<file path="src/rtl/mem_port_arbiter_if.sv">
// Handshake bundle between the CPU requesters, the memory port arbiter and the memory.
// slave: arbiter side; master: requesters plus memory, which drive the arbiter inputs.
interface mem_port_arbiter_if #(
    parameter int WORD_SIZE = 16
);
    logic                 i_req;
    logic [WORD_SIZE-1:0] i_addr;
    logic                 i_ack;
    logic [WORD_SIZE-1:0] i_rdata;

    logic                 d_req;
    logic                 d_we;
    logic [WORD_SIZE-1:0] d_addr;
    logic [WORD_SIZE-1:0] d_wdata;
    logic                 d_ack;
    logic [WORD_SIZE-1:0] d_rdata;

    logic                 mem_req;
    logic                 mem_we;
    logic [WORD_SIZE-1:0] mem_addr;
    logic [WORD_SIZE-1:0] mem_wdata;
    logic [WORD_SIZE-1:0] mem_rdata;
    logic                 mem_ack;

    logic                 err;
    logic                 grant_d;

    modport slave (
        input  i_req, i_addr, d_req, d_we, d_addr, d_wdata, mem_rdata, mem_ack,
        output i_ack, i_rdata, d_ack, d_rdata, mem_req, mem_we, mem_addr, mem_wdata,
               err, grant_d
    );

    modport master (
        output i_req, i_addr, d_req, d_we, d_addr, d_wdata, mem_rdata, mem_ack,
        input  i_ack, i_rdata, d_ack, d_rdata, mem_req, mem_we, mem_addr, mem_wdata,
               err, grant_d
    );
endinterface

</file>
<file path="src/rtl/mem_port_arbiter.sv">
// Shares one memory port between instruction fetch and data access, one transaction at a time.
// MEM_ARB_ROUND_ROBIN_EN selects round-robin tie-break; otherwise the data port wins ties.
module mem_port_arbiter #(
    parameter int WORD_SIZE = 16,
    parameter int MAX_WAIT  = 15
) (
    input  logic              clk,
    input  logic              reset,
    mem_port_arbiter_if.slave bus
);
    // S_IDLE arbitrate | S_BUSY_I fetch in flight | S_BUSY_D data access in flight
    typedef enum logic [1:0] {S_IDLE, S_BUSY_I, S_BUSY_D} state_t;

    localparam logic [7:0] WAIT_LIMIT = 8'(MAX_WAIT);

    state_t               r_state;
    logic [7:0]           r_wait_cnt;
    logic                 r_i_ack;
    logic                 r_d_ack;
    logic                 r_err;
    logic                 r_mem_req;
    logic                 r_mem_we;
    logic                 r_grant_d;
    logic [WORD_SIZE-1:0] r_mem_addr;
    logic [WORD_SIZE-1:0] r_mem_wdata;
    logic [WORD_SIZE-1:0] r_i_rdata;
    logic [WORD_SIZE-1:0] r_d_rdata;

    logic w_i_pend;
    logic w_d_pend;
    logic w_pick_d;
    logic w_expired;

    // A port whose ack is visible this cycle still shows its old request; skip it.
    assign w_i_pend  = bus.i_req & ~r_i_ack;
    assign w_d_pend  = bus.d_req & ~r_d_ack;
    assign w_expired = (r_wait_cnt == WAIT_LIMIT);

`ifdef MEM_ARB_ROUND_ROBIN_EN
    logic r_last_d;
    assign w_pick_d = w_d_pend & (~w_i_pend | ~r_last_d);
`else
    assign w_pick_d = w_d_pend;
`endif

    always_ff @(posedge clk) begin
        if (reset) begin
            r_state     <= S_IDLE;
            r_wait_cnt  <= '0;
            r_i_ack     <= 1'b0;
            r_d_ack     <= 1'b0;
            r_err       <= 1'b0;
            r_mem_req   <= 1'b0;
            r_mem_we    <= 1'b0;
            r_grant_d   <= 1'b0;
            r_mem_addr  <= '0;
            r_mem_wdata <= '0;
            r_i_rdata   <= '0;
            r_d_rdata   <= '0;
`ifdef MEM_ARB_ROUND_ROBIN_EN
            r_last_d    <= 1'b0;
`endif
        end else begin
            r_i_ack <= 1'b0;
            r_d_ack <= 1'b0;
            r_err   <= 1'b0;
            case (r_state)
                S_IDLE: begin
                    if (w_i_pend | w_d_pend) begin
                        r_mem_req  <= 1'b1;
                        r_wait_cnt <= '0;
                        r_grant_d  <= w_pick_d;
`ifdef MEM_ARB_ROUND_ROBIN_EN
                        r_last_d   <= w_pick_d;
`endif
                        if (w_pick_d) begin
                            r_mem_addr  <= bus.d_addr;
                            r_mem_wdata <= bus.d_wdata;
                            r_mem_we    <= bus.d_we;
                            r_state     <= S_BUSY_D;
                        end else begin
                            r_mem_addr <= bus.i_addr;
                            r_mem_we   <= 1'b0;
                            r_state    <= S_BUSY_I;
                        end
                    end
                end
                S_BUSY_I, S_BUSY_D: begin
                    if (bus.mem_ack || w_expired) begin
                        r_mem_req  <= 1'b0;
                        r_mem_we   <= 1'b0;
                        r_grant_d  <= 1'b0;
                        r_wait_cnt <= '0;
                        r_state    <= S_IDLE;
                        if (r_state == S_BUSY_D) begin
                            r_d_ack <= 1'b1;
                        end else begin
                            r_i_ack <= 1'b1;
                        end
                        // A real ack beats a watchdog expiry landing on the same edge.
                        if (bus.mem_ack) begin
                            if (r_state == S_BUSY_D) begin
                                r_d_rdata <= bus.mem_rdata;
                            end else begin
                                r_i_rdata <= bus.mem_rdata;
                            end
                        end else begin
                            r_err <= 1'b1;
                        end
                    end else begin
                        r_wait_cnt <= r_wait_cnt + 8'd1;
                    end
                end
                default: r_state <= S_IDLE;
            endcase
        end
    end

    assign bus.i_ack     = r_i_ack;
    assign bus.i_rdata   = r_i_rdata;
    assign bus.d_ack     = r_d_ack;
    assign bus.d_rdata   = r_d_rdata;
    assign bus.mem_req   = r_mem_req;
    assign bus.mem_we    = r_mem_we;
    assign bus.mem_addr  = r_mem_addr;
    assign bus.mem_wdata = r_mem_wdata;
    assign bus.err       = r_err;
    assign bus.grant_d   = r_grant_d;
endmodule

</file>
<file path="src/flat_wrapper.sv">
// flat-port wrapper written by rule: the top's interface ports become plain ports
module mem_port_arbiter_flat 
#(
    parameter int WORD_SIZE = 16,
    parameter int MAX_WAIT  = 15
)
  (clk, reset, bus_i_req, bus_i_addr, bus_d_req, bus_d_we, bus_d_addr, bus_d_wdata, bus_mem_rdata, bus_mem_ack, bus_i_ack, bus_i_rdata, bus_d_ack, bus_d_rdata, bus_mem_req, bus_mem_we, bus_mem_addr, bus_mem_wdata, bus_err, bus_grant_d);
  mem_port_arbiter_if #(.WORD_SIZE(WORD_SIZE)) bus_i ();
  input  logic clk;
  input  logic reset;
  input wire logic [$bits(bus_i.i_req)-1:0] bus_i_req;
  input wire logic [$bits(bus_i.i_addr)-1:0] bus_i_addr;
  input wire logic [$bits(bus_i.d_req)-1:0] bus_d_req;
  input wire logic [$bits(bus_i.d_we)-1:0] bus_d_we;
  input wire logic [$bits(bus_i.d_addr)-1:0] bus_d_addr;
  input wire logic [$bits(bus_i.d_wdata)-1:0] bus_d_wdata;
  input wire logic [$bits(bus_i.mem_rdata)-1:0] bus_mem_rdata;
  input wire logic [$bits(bus_i.mem_ack)-1:0] bus_mem_ack;
  output wire logic [$bits(bus_i.i_ack)-1:0] bus_i_ack;
  output wire logic [$bits(bus_i.i_rdata)-1:0] bus_i_rdata;
  output wire logic [$bits(bus_i.d_ack)-1:0] bus_d_ack;
  output wire logic [$bits(bus_i.d_rdata)-1:0] bus_d_rdata;
  output wire logic [$bits(bus_i.mem_req)-1:0] bus_mem_req;
  output wire logic [$bits(bus_i.mem_we)-1:0] bus_mem_we;
  output wire logic [$bits(bus_i.mem_addr)-1:0] bus_mem_addr;
  output wire logic [$bits(bus_i.mem_wdata)-1:0] bus_mem_wdata;
  output wire logic [$bits(bus_i.err)-1:0] bus_err;
  output wire logic [$bits(bus_i.grant_d)-1:0] bus_grant_d;
  assign bus_i.i_req = bus_i_req;
  assign bus_i.i_addr = bus_i_addr;
  assign bus_i.d_req = bus_d_req;
  assign bus_i.d_we = bus_d_we;
  assign bus_i.d_addr = bus_d_addr;
  assign bus_i.d_wdata = bus_d_wdata;
  assign bus_i.mem_rdata = bus_mem_rdata;
  assign bus_i.mem_ack = bus_mem_ack;
  assign bus_i_ack = bus_i.i_ack;
  assign bus_i_rdata = bus_i.i_rdata;
  assign bus_d_ack = bus_i.d_ack;
  assign bus_d_rdata = bus_i.d_rdata;
  assign bus_mem_req = bus_i.mem_req;
  assign bus_mem_we = bus_i.mem_we;
  assign bus_mem_addr = bus_i.mem_addr;
  assign bus_mem_wdata = bus_i.mem_wdata;
  assign bus_err = bus_i.err;
  assign bus_grant_d = bus_i.grant_d;
  mem_port_arbiter #(.WORD_SIZE(WORD_SIZE), .MAX_WAIT(MAX_WAIT)) u_core (.clk(clk), .reset(reset), .bus(bus_i));
endmodule
</file>
<file path="config.mk">
export PLATFORM = sky130hd
export DESIGN_NAME = mem_port_arbiter_flat
export DESIGN_NICKNAME = d
export VERILOG_FILES = /design/src/rtl/mem_port_arbiter_if.sv /design/src/rtl/mem_port_arbiter.sv /design/src/flat_wrapper.sv
export SDC_FILE = /design/constraint.sdc
export NUM_CORES = 1
export LEC_CHECK = 0
export BUFFER_PORTS_ARGS = -buffer_cell sky130_fd_sc_hd__buf_4
export CAP_MARGIN = 20
export CELL_PAD_IN_SITES_DETAIL_PLACEMENT = 0
export CELL_PAD_IN_SITES_GLOBAL_PLACEMENT = 2
export CORE_MARGIN = 3
export CORE_UTILIZATION = 28
export CTS_BUF_LIST = sky130_fd_sc_hd__clkbuf_2
export CTS_CLUSTER_SIZE = 14
export DETAILED_ROUTE_END_ITERATION = 6
export PLACE_DENSITY_LB_ADDON = 0.1
export SLEW_MARGIN = 5
export SYNTH_ARGS = -nofsm -noshare
export SYNTH_HDL_FRONTEND = slang
export SYNTH_SLANG_ARGS = --single-unit
</file>
<file path="constraint.sdc">
create_clock -name clk -period 3.2 [get_ports clk]
set_input_delay 0.16 -clock clk [delete_from_list [all_inputs] [get_ports clk]]
set_output_delay 0.16 -clock clk [all_outputs]
set_load 0.01 [all_outputs]
</file>
==> results of run 1 <==
==> critical path, stage by stage (launching register included) <==
cell and delay [ns]:
dfxtp_1 0.37, nand2b_1 0.48, a21oi_2 0.25, buf_4 0.32, nor2_1 0.07, a311oi_1 0.25
dlygate4sd3_1 0.59
==> layout by cell type (no fill, tap or decap), types with 5 or more instances in the layout <==
| cell type | count |
|---|---|
| inv_1 | 8 |
| dfxtp_1 | 80 |
| clkbuf_2 | 9 |
| nand2_1 | 135 |
| a21oi_1 | 54 |
| dlygate4sd3_1 | 66 |
| buf_4 | 143 |
| xnor2_1 | 5 |
| a311oi_1 | 20 |
| nor2_1 | 26 |
==> synthesized netlist by cell type <==
cell type / instances
or4_4: 1
nand4b_1: 1
o21ai_0: 1
a21oi_2: 2
nor2_1: 26
o21ai_1: 1
nand3b_1: 2
a31o_4: 1
and2_1: 1
nand3_1: 4
a311oi_1: 20
clkbuf_1: 19
and3_1: 2
buf_6: 2
o221a_2: 1
a21oi_1: 54
buf_1: 1
nand2b_1: 4
inv_1: 8
dfxtp_1: 80
or3_1: 1
buf_2: 4
nand2_1: 135
o21bai_1: 1
nor4_1: 2
xnor2_1: 5
o31ai_1: 2
ha_1: 4
nor2b_1: 1
nand4_1: 1
a31oi_1: 2
o21ai_2: 1
==> stage by stage <==
| stage | hold slack, ns | cells | utilization (%) |
|---|---|---|---|
| CTS | 0.160 | 724 | 47.2 |
| global placement | 0.361 | 643 | 40.1 |
| floorplan | 0.232 | 390 | - |
| detailed placement | 0.375 | 643 | 40.1 |
| finish | 0.212 | 724 | 47.2 |
| global route | 0.167 | 724 | 47.2 |
==> kinds of logic (layout without fill, tap and decap cells) <==
group / count (synthesis) / count (layout) / synth area share (%)
adders and majority gates: 4 / 4 / 1.60
buffers and inverters: 34 / 232 / 4.73
AOI/OAI and AO/OA: 86 / 86 / 17.5
DFF: 80 / 80 / 51.3
and+or+nand+nor: 181 / 181 / 23.5
xor gates and xnor gates: 5 / 5 / 1.40
==> flip-flops by register name, summed over array words and instances, names as in the netlist, 2 cells and up <==
| signal | count |
|---|---|
| u_core.bus.mem_addr | 16 |
| u_core.bus.mem_wdata | 16 |
| u_core.bus.i_rdata | 16 |
| u_core.r_wait_cnt | 8 |
| u_core.bus.d_rdata | 16 |
| u_core.r_state | 2 |
==> path summary, 6_finish.rpt <==
path	startpoint	end	slack (ns)	cells past startpoint
setup reg to reg	u_core.bus.d_ack$_SDFF_PP0_	u_core.bus.mem_addr[10]$_SDFFE_PP0P_	0.83	6
hold reg to reg	u_core.bus.i_rdata[7]$_SDFFE_PP0P_	u_core.bus.i_rdata[7]$_SDFFE_PP0P_	0.47	2
setup / recovery	u_core.bus.d_ack$_SDFF_PP0_	u_core.bus.mem_addr[10]$_SDFFE_PP0P_	0.83	6
hold / removal	reset	u_core.bus.d_rdata[15]$_SDFFE_PP0P_	0.21	2
==> routing by layer <==
metal,track usage (%),vias to the layer above
li1,-,1690
met1,18.8,1462
met2,26.6,88
met3,7.17,5
met4,3.16,0
met5,0,-
==> final cells by class <==
cell class,instances,area (um2)
clock inverters,6,51.3
multi-input cells,276,1370
flip-flops and latches,80,1600
repair buffers,209,1730
fillers,1079,5600
well taps,136,170
inverters,8,30.0
clock buffers,9,45.0
==> report_power, final <==
group	total (mW)	switching, mW	internal, mW
registers	1.16	0.0583	1.11
clock network	0.505	0.338	0.166
logic	0.746	0.372	0.374
total	2.41	0.768	1.65
==> repair_timing <==
item                       4_1_cts  5_1_grt
hold endpoints to repair        66        0
hold buffers                    66        0
setup endpoints to repair        0        0
==> qor.yml, run 1 <==
clocking:
  ctsResizeCount: 0
  clkSinkCount: 80
  cts_max_level: 3
  cts_made_buffers: 9
  cts-root-buf: "clkbuf_2"
  ctsLongestPathBuffers: 2
  clk_pin_slew_ns: 0.20
  postCtsSetupBuffers: 0
  clk_latency_ns: 0.51
  tritoncts: "built"
floorplanning:
  start_util_pct: 29.5
  die-area_mm2: 0.0125
  die_w_um: 112
  rows: 37
  die_h_um: 112
  core_mm2: 0.0106
  io-pin-count: 140
timing:
  setup_ws_ns: 0.827
  relSlewSlack_pct: 46.3
  fin_crit_ns: 2.37
  drv_slew: 0
  fmax_ghz: 0.421
  rsz0062_at_grt: "false"
  fin_skew_ns: 0.0113
  finalCritPeriodShare_pct: 74.2
  hold_viol: 0
  tns_ns: 0
  worstMarginPinSlew_ns: 0.805
  finalSetupViolations: 0
detailed_routing:
  drcViolationCount: 0
  finalWirelength_mm: 9.90
  drt-pass1-iter-count: 4
  wl_met2_mm: 4.64
  highest_layer: "met4"
  routed_via_density: 4.48
  ant_nets: 0
  wl_met1_mm: 4.37
  wl_per_cell_um: 13.7
  wl_met3_um: 810
  vias: 3245
  drt_iter0_markers: 130
worst_setup_path:
  path_class: "reg2reg"
  cp_data_arrival_time_ns: 2.85
  critical_path_required_ns: 3.68
  end_kind: "register"
  start_kind: "register"
  cp_max_fo: 32
yosys:
  yosysWarnings: 0
  ys_seq_area_share_pct: 51.3
  synth_area_leaders: "dfxtp_1 (51%), nand2_1 (16%), a21oi_1 (8.7%)"
  yosysTopAreaCell: "dfxtp_1"
  syn_avg_cell_area_um2: 8.01
  synth_top_area_share_pct: 51.3
  syn_nets: 464
  ys_ff_latch: 80
  netlist_area_mm2: 0.00312
  yosysUniqueCellTypes: 32
  synthCells: 390
global_route:
  antenna_found_initial: 0
  grt_pass1_wl_mm: 16.2
  gr-total-overflow: 0
  grt_max_degree: 72
  first_global_vias: 3258
  grt_usage_pct: 15.8
pwr:
  p_total_mw: 2.41
  ir_drop_v: 0.000316
  power_density_mw_per_mm2: 482
  p_leak_nw: 2.16
placement:
  dp_slack_ns: 1.29
  portBuffers: 139
  dp_hpwl_mm: 6.60
  dpl_cell_area_mm2: 0.00425
  gp_congestion: 0.750
layout:
  drive_gt1_share_pct: 27.4
  diodes: 0
  design_area_mm2: 0.00501
  area_growth_pct: 60.3
  nNetsFinal: 658
outcome:
  status: "finished, final reports clean"
hold_path:
  worstHoldPathType: "in2reg"
flow_run:
  drv_cap: 0
Note: power is estimated with default switching activity, not from simulation.
==> inputs of run 2 (changes only) <==
- CORE_UTILIZATION: 28 -> 26
- clock period: 3.2 -> 2.4 ns (I/O delays scaled with it)
==> run 2 against run 1 <==
Net effect:
- design area rose by 1.1%
- global-route usage is 0.24 points lower
- critical path depth is 2 higher
- clock skew is 0.017 ns higher
- total power is 36% higher
- first-iteration DRC count shrank 23%
- sequential share of layout area fell by 0.34 points
- non-clock buffer count increased by 3
- fmax up 9.2%
- sequential power increased by 34%
- setup slack got worse by 0.60 ns
- die area up 7.3%
- critical path type unchanged
==> qor.yml, run 2 (synthesis results as in run 1) <==
layout:
  area_growth_pct: 62.0
  multiInputGateArea_mm2: 0.00138  # +0.18%
  fillCellCount: 1232  # +14%
  final_common_cell: "buf_4"
  regArea_mm2: 0.00160  # unchanged
  final_cell_mix: "buf_4 (144), nand2_1 (135), dfxtp_1 (80)"
  diodes: 0  # unchanged
  drive_gt1_share_pct: 28.4  # +1.0 points
  nNetsFinal: 661  # +0.46%
global_route:
  grt_usage_pct: 15.6  # -0.24 points
  first_global_vias: 3267  # +0.28%
  gr-total-overflow: 0  # unchanged
  grt_max_degree: 47  # -35%
  antenna_found_initial: 0  # unchanged
  grt_pass1_wl_mm: 16.2  # +0.34%
worst_setup_path:
  r2r_slack_ns: 0.23  # -0.60 ns
  cp_data_arrival_time_ns: 2.65  # -0.20 ns
  cpMaxStageDelayCell: "dlygate4sd3_1"
  slowest_delay_ns: 0.58  # about the same
  end_kind: "register"
  cp_cell_sequence: "inv_1 > ha_2 > inv_1 > a21oi_2 > buf_6 > nor2_1 > a311oi_1 > dlygate4sd3_1"
  cp_common_cell: "inv_1"
  critical_path_required_ns: 2.88  # -0.80 ns
  path_class: "reg2reg"
  start_kind: "register"
  cp_max_fo: 32  # unchanged
  path_buf_inv: 4  # +2
  crit_family: "buffers and inverters"
floorplanning:
  io-pin-count: 140  # unchanged
  die-area_mm2: 0.0134  # +7.3%
  rows: 39  # +5.4%
  core_mm2: 0.0116  # +9.1%
  die_w_um: 116  # +3.6%
  die_h_um: 116  # +3.6%
  start_util_pct: 27.0  # -2.5 points
timing:
  tns_ns: 0  # unchanged
  worstMarginPinSlew_ns: 0.700  # -0.106 ns
  fin_crit_ns: 2.17  # -0.201 ns
  hold_slack_ns: 0.233  # +0.0213 ns
  fmax_ghz: 0.460  # +9.2%
  hold_viol: 0  # unchanged
  fin_skew_ns: 0.0281  # +0.0168 ns
  relSlewSlack_pct: 53.2  # +6.9 points
  finalSetupViolations: 0  # unchanged
  drv_slew: 0  # unchanged
  finalCritPeriodShare_pct: 90.5  # +16 points
  rsz0062_at_grt: "false"
detailed_routing:
  drt-pass1-iter-count: 4  # unchanged
  vias: 3287  # +1.3%
  wl_met1_mm: 4.45  # +1.9%
  drt_iter0_markers: 100  # -23%
  wl_met3_um: 695  # -14%
  drcViolationCount: 0  # unchanged
  ant_nets: 0  # unchanged
  highest_layer: "met4"
  finalWirelength_mm: 10.2  # +3.1%
  routed_via_density: 4.47  # -0.22%
  wl_met2_mm: 5.00  # +7.9%
  wl_per_cell_um: 13.9  # +1.6%
pwr:
  p_total_mw: 3.28  # +36%
  power_density_mw_per_mm2: 648  # +34%
  ir_drop_v: 0.000330  # +4.6%
  p_leak_nw: 2.18  # +0.81%
outcome:
  status: "finished, final reports clean"
placement:
  portBuffers: 139  # unchanged
  gp_congestion: 0.737  # -1.8%
  dp_hpwl_mm: 6.79  # +2.9%
hold_path:
  worstHoldPathType: "in2reg"
clocking:
  cts-root-buf: "clkbuf_2"
  clkSinkCount: 80  # unchanged
  cts_max_level: 3  # unchanged
  postCtsSetupBuffers: 0  # unchanged
  tritoncts: "built"
  ctsLongestPathBuffers: 2  # unchanged
  clk_pin_slew_ns: 0.24  # +0.04 ns
  cts_made_buffers: 9  # unchanged
  clk_latency_ns: 0.55  # +0.04 ns
flow_run:
  drv_cap: 0  # unchanged
==> run 2: worst reg2reg max path, cell delays in order (launching register included) <==
cell and delay [ns]:
dfxtp_1 0.37, inv_1 0.09, ha_2 0.29, inv_1 0.11, a21oi_2 0.12, buf_6 0.25, nor2_1 0.07, a311oi_1 0.25
dlygate4sd3_1 0.58
==> run 2: final cells by class <==
cell class / instances / share of cell area [%]
Clock inverter: 6 / 1.19
Multi-Input combinational cell: 276 / 27.2
Tap cell: 143 / 3.54
Inverter: 8 / 0.593
Timing Repair Buffer: 212 / 34.8
Sequential cell: 80 / 31.7
Clock buffer: 10 / 0.989
==> run 2: final timing paths <==
path	start	cells after the start	end
hold reg to reg	u_core.bus.mem_wdata[5]$_SDFFE_PP0P_	2	u_core.bus.mem_wdata[5]$_SDFFE_PP0P_
setup reg to reg	u_core.r_state[0]$_SDFFE_PP0P_	8	u_core.bus.mem_addr[4]$_SDFFE_PP0P_
setup / recovery	u_core.r_state[0]$_SDFFE_PP0P_	8	u_core.bus.mem_addr[4]$_SDFFE_PP0P_
hold / removal	bus_d_req	6	u_core.bus.mem_wdata[12]$_SDFFE_PP0P_
==> run 2: power breakdown <==
group	leakage, nW	switching [mW]	internal, mW
logic	1.46	0.501	0.511
clock network	0.0677	0.476	0.238
registers	0.654	0.0778	1.47
total	2.18	1.06	2.22
==> run 2: metal layers <==
layer,GRT usage [%],vias up
li1,-,1693
met1,18.2,1506
met2,26.6,84
met3,6.48,4
met4,3.99,0
met5,0,-
==> run 2: metrics by stage <==
stage / utilization, % / setup WS (ns) / cells / cell area, um2
final: 43.8 / 0.228 / 735 / 5060
after global routing: 43.8 / 0.0284 / 735 / 5060
after CTS: 43.7 / 0.0758 / 735 / 5050
after detailed placement: 36.9 / 0.603 / 652 / 4270
after global placement: 36.9 / 0.668 / 652 / 4270
after floorplan: - / 0.748 / 390 / 3120
==> run 2: timing repair <==
item,CTS,global route
resized for setup,0,2
setup endpoints to repair,0,16
hold buffers,67,0
endpoints found under the hold margin,70,0
==> inputs of run 3 (changes only) <==
- RECOVER_POWER: default -> 25
- SLEW_MARGIN: 5 -> default
==> run 3 against run 2 <==
Net effect:
- count of clock-buffer cells in the layout unchanged
- critical endpoint unchanged
- clock power about the same
- setup slack about the same
- clock skew up 0.00081 ns
- first-iteration DRC count down 2.0%
- flip-flop and latch count unchanged
- total power down 2.0%
- sequential share of layout area up 0.89 points
- cell count unchanged
- global-route usage unchanged
==> qor.yml, run 3 (synthesis results as in run 1) <==
layout:
  final_common_cell: "nand2_1"
  nNetsFinal: 661  # unchanged
  final_cell_mix: "nand2_1 (135), buf_4 (107), dfxtp_1 (80)"
  fillCellCount: 1270  # +3.1%
  regArea_mm2: 0.00160  # unchanged
  area_growth_pct: 57.6
  diodes: 0  # unchanged
  multiInputGateArea_mm2: 0.00138  # unchanged
  drive_gt1_share_pct: 22.1  # -6.3 points
global_route:
  antenna_found_initial: 0  # unchanged
  grt_pass1_wl_mm: 16.2  # unchanged
  grt_usage_pct: 15.6  # unchanged
  grt_max_degree: 47  # unchanged
  first_global_vias: 3267  # unchanged
  gr-total-overflow: 0  # unchanged
floorplanning:
  die-area_mm2: 0.0134  # unchanged
  die_h_um: 116  # unchanged
  start_util_pct: 27.0  # unchanged
  rows: 39  # unchanged
  core_mm2: 0.0116  # unchanged
  die_w_um: 116  # unchanged
  io-pin-count: 140  # unchanged
detailed_routing:
  drcViolationCount: 0  # unchanged
  drt-pass1-iter-count: 4  # unchanged
  vias: 3290  # +0.091%
  routed_via_density: 4.48  # about the same
  drt_iter0_markers: 98  # -2.0%
  finalWirelength_mm: 10.2  # about the same
  ant_nets: 0  # unchanged
  wl_per_cell_um: 13.9  # about the same
clocking:
  ctsLongestPathBuffers: 2  # unchanged
  cts_max_level: 3  # unchanged
  cts_made_buffers: 9  # unchanged
  postCtsSetupBuffers: 0  # unchanged
  tritoncts: "built"
  clk_pin_slew_ns: 0.24  # about the same
  clkSinkCount: 80  # unchanged
  cts-root-buf: "clkbuf_2"
  clk_latency_ns: 0.56  # about the same
worst_setup_path:
  cp_max_fo: 32  # unchanged
  critical_path_required_ns: 2.89  # about the same
  rr_worst_depth: 8  # unchanged
  r2r_slack_ns: 0.23  # about the same
  startpoint: "u_core.r_state[0]$_SDFFE_PP0P_"
  r2r_end: "u_core.bus.mem_addr[4]$_SDFFE_PP0P_"
  r2r_start: "u_core.r_state[0]$_SDFFE_PP0P_"
  cp_data_arrival_time_ns: 2.67  # +0.02 ns
  start_kind: "register"
  path_class: "reg2reg"
  end_kind: "register"
timing:
  finalSetupViolations: 0  # unchanged
  finalCritPeriodShare_pct: 90.5  # about the same
  worstMarginPinSlew_ns: 0.693  # -0.00630 ns
  fmax_ghz: 0.460  # about the same
  rsz0062_at_grt: "false"
  hold_viol: 0  # unchanged
  drv_slew: 0  # unchanged
  fin_skew_ns: 0.0289  # +0.000809 ns
  tns_ns: 0  # unchanged
  relSlewSlack_pct: 53.7  # +0.42 points
  fin_crit_ns: 2.17  # -0.000108 ns
pwr:
  ir_drop_v: 0.000323  # -2.1%
  p_total_mw: 3.22  # -2.0%
  p_leak_nw: 2.03  # -6.9%
  power_density_mw_per_mm2: 653  # +0.80%
placement:
  gp_congestion: 0.737  # unchanged
  dp_hpwl_mm: 6.79  # unchanged
  portBuffers: 139  # unchanged
flow_run:
  drv_cap: 0  # unchanged
hold_path:
  worstHoldPathType: "in2reg"
  hold_end: "u_core.bus.mem_wdata[14]$_SDFFE_PP0P_"
  hold_start: "bus_d_req"
  whs_path_depth: 6  # unchanged
outcome:
  status: "finished, final reports clean"
run 3: cell count changes in the layout (fill, tap and decap cells not counted), sizes merged:
cell and delta:
buf -37, clkbuf +37
run 3: cell type report:
type / instances / share of cell area (%)
clock buffers: 10 / 1.02
clock inverters: 6 / 1.22
inverters: 8 / 0.610
multi-input cells: 276 / 28.0
flip-flops and latches: 80 / 32.5
well taps: 143 / 3.64
repair buffers: 212 / 33.0
run 3: metrics by stage:
| stage | hold WS (ns) | cells | instance area [um2] | util, % | setup WS (ns) |
|---|---|---|---|---|---|
| 2_1_floorplan | 0.192 | 390 | 3120 | - | 0.748 |
| 6_report | 0.220 | 735 | 4920 | 42.6 | 0.228 |
| 3_3_place_gp | 0.324 | 652 | 4270 | 36.9 | 0.668 |
| 3_5_place_dp | 0.346 | 652 | 4270 | 36.9 | 0.603 |
| 4_1_cts | 0.160 | 735 | 5050 | 43.7 | 0.0758 |
| 5_1_grt | 0.171 | 735 | 4920 | 42.6 | 0.0284 |
run 3: report_power, final:
part	leakage, nW	switching (mW)	total, mW	internal (mW)
logic	1.31	0.500	0.947	0.446
clock network	0.0677	0.480	0.718	0.238
registers	0.654	0.0752	1.55	1.47
total	2.03	1.06	3.22	2.16
run 3: layer usage:
layer | track usage [%] | vias up | routed length [um]
met3 | 6.48 | 6 | 719
met2 | 26.6 | 86 | 4940
li1 | - | 1693 | -
met5 | 0 | - | 0
met1 | 18.2 | 1505 | 4440
met4 | 3.99 | 0 | 96
run 3: worst max-delay path by stage:
stage / to / slack, ns / cells past startpoint
finish: u_core.bus.mem_addr[4]$_SDFFE_PP0P_ / 0.23 / 8
global route: u_core.bus.mem_addr[6]$_SDFFE_PP0P_ / 0.03 / 8
floorplan: u_core.r_wait_cnt[6]$_SDFFE_PP0P_ / 0.75 / 6
detailed placement: u_core.bus.mem_addr[7]$_SDFFE_PP0P_ / 0.60 / 7
CTS: u_core.bus.mem_addr[7]$_SDFFE_PP0P_ / 0.08 / 8
global placement: u_core.r_wait_cnt[2]$_SDFFE_PP0P_ / 0.67 / 4
run 3: worst max-delay path, cell delays in order, from the launching register on:
cell and delay [ns]:
dfxtp_1 0.37, inv_1 0.08, ha_2 0.29, inv_1 0.11, a21oi_2 0.12, buf_6 0.25
nor2_1 0.06, a311oi_1 0.25, dlygate4sd3_1 0.58
run 3: what timing repair did:
| item | 4_1_cts | 5_1_grt |
|---|---|---|
| resized for setup | 0 | 2 |
| setup endpoints to repair | 0 | 16 |
| hold endpoints to repair | 70 | 0 |
| hold buffers | 67 | 0 |
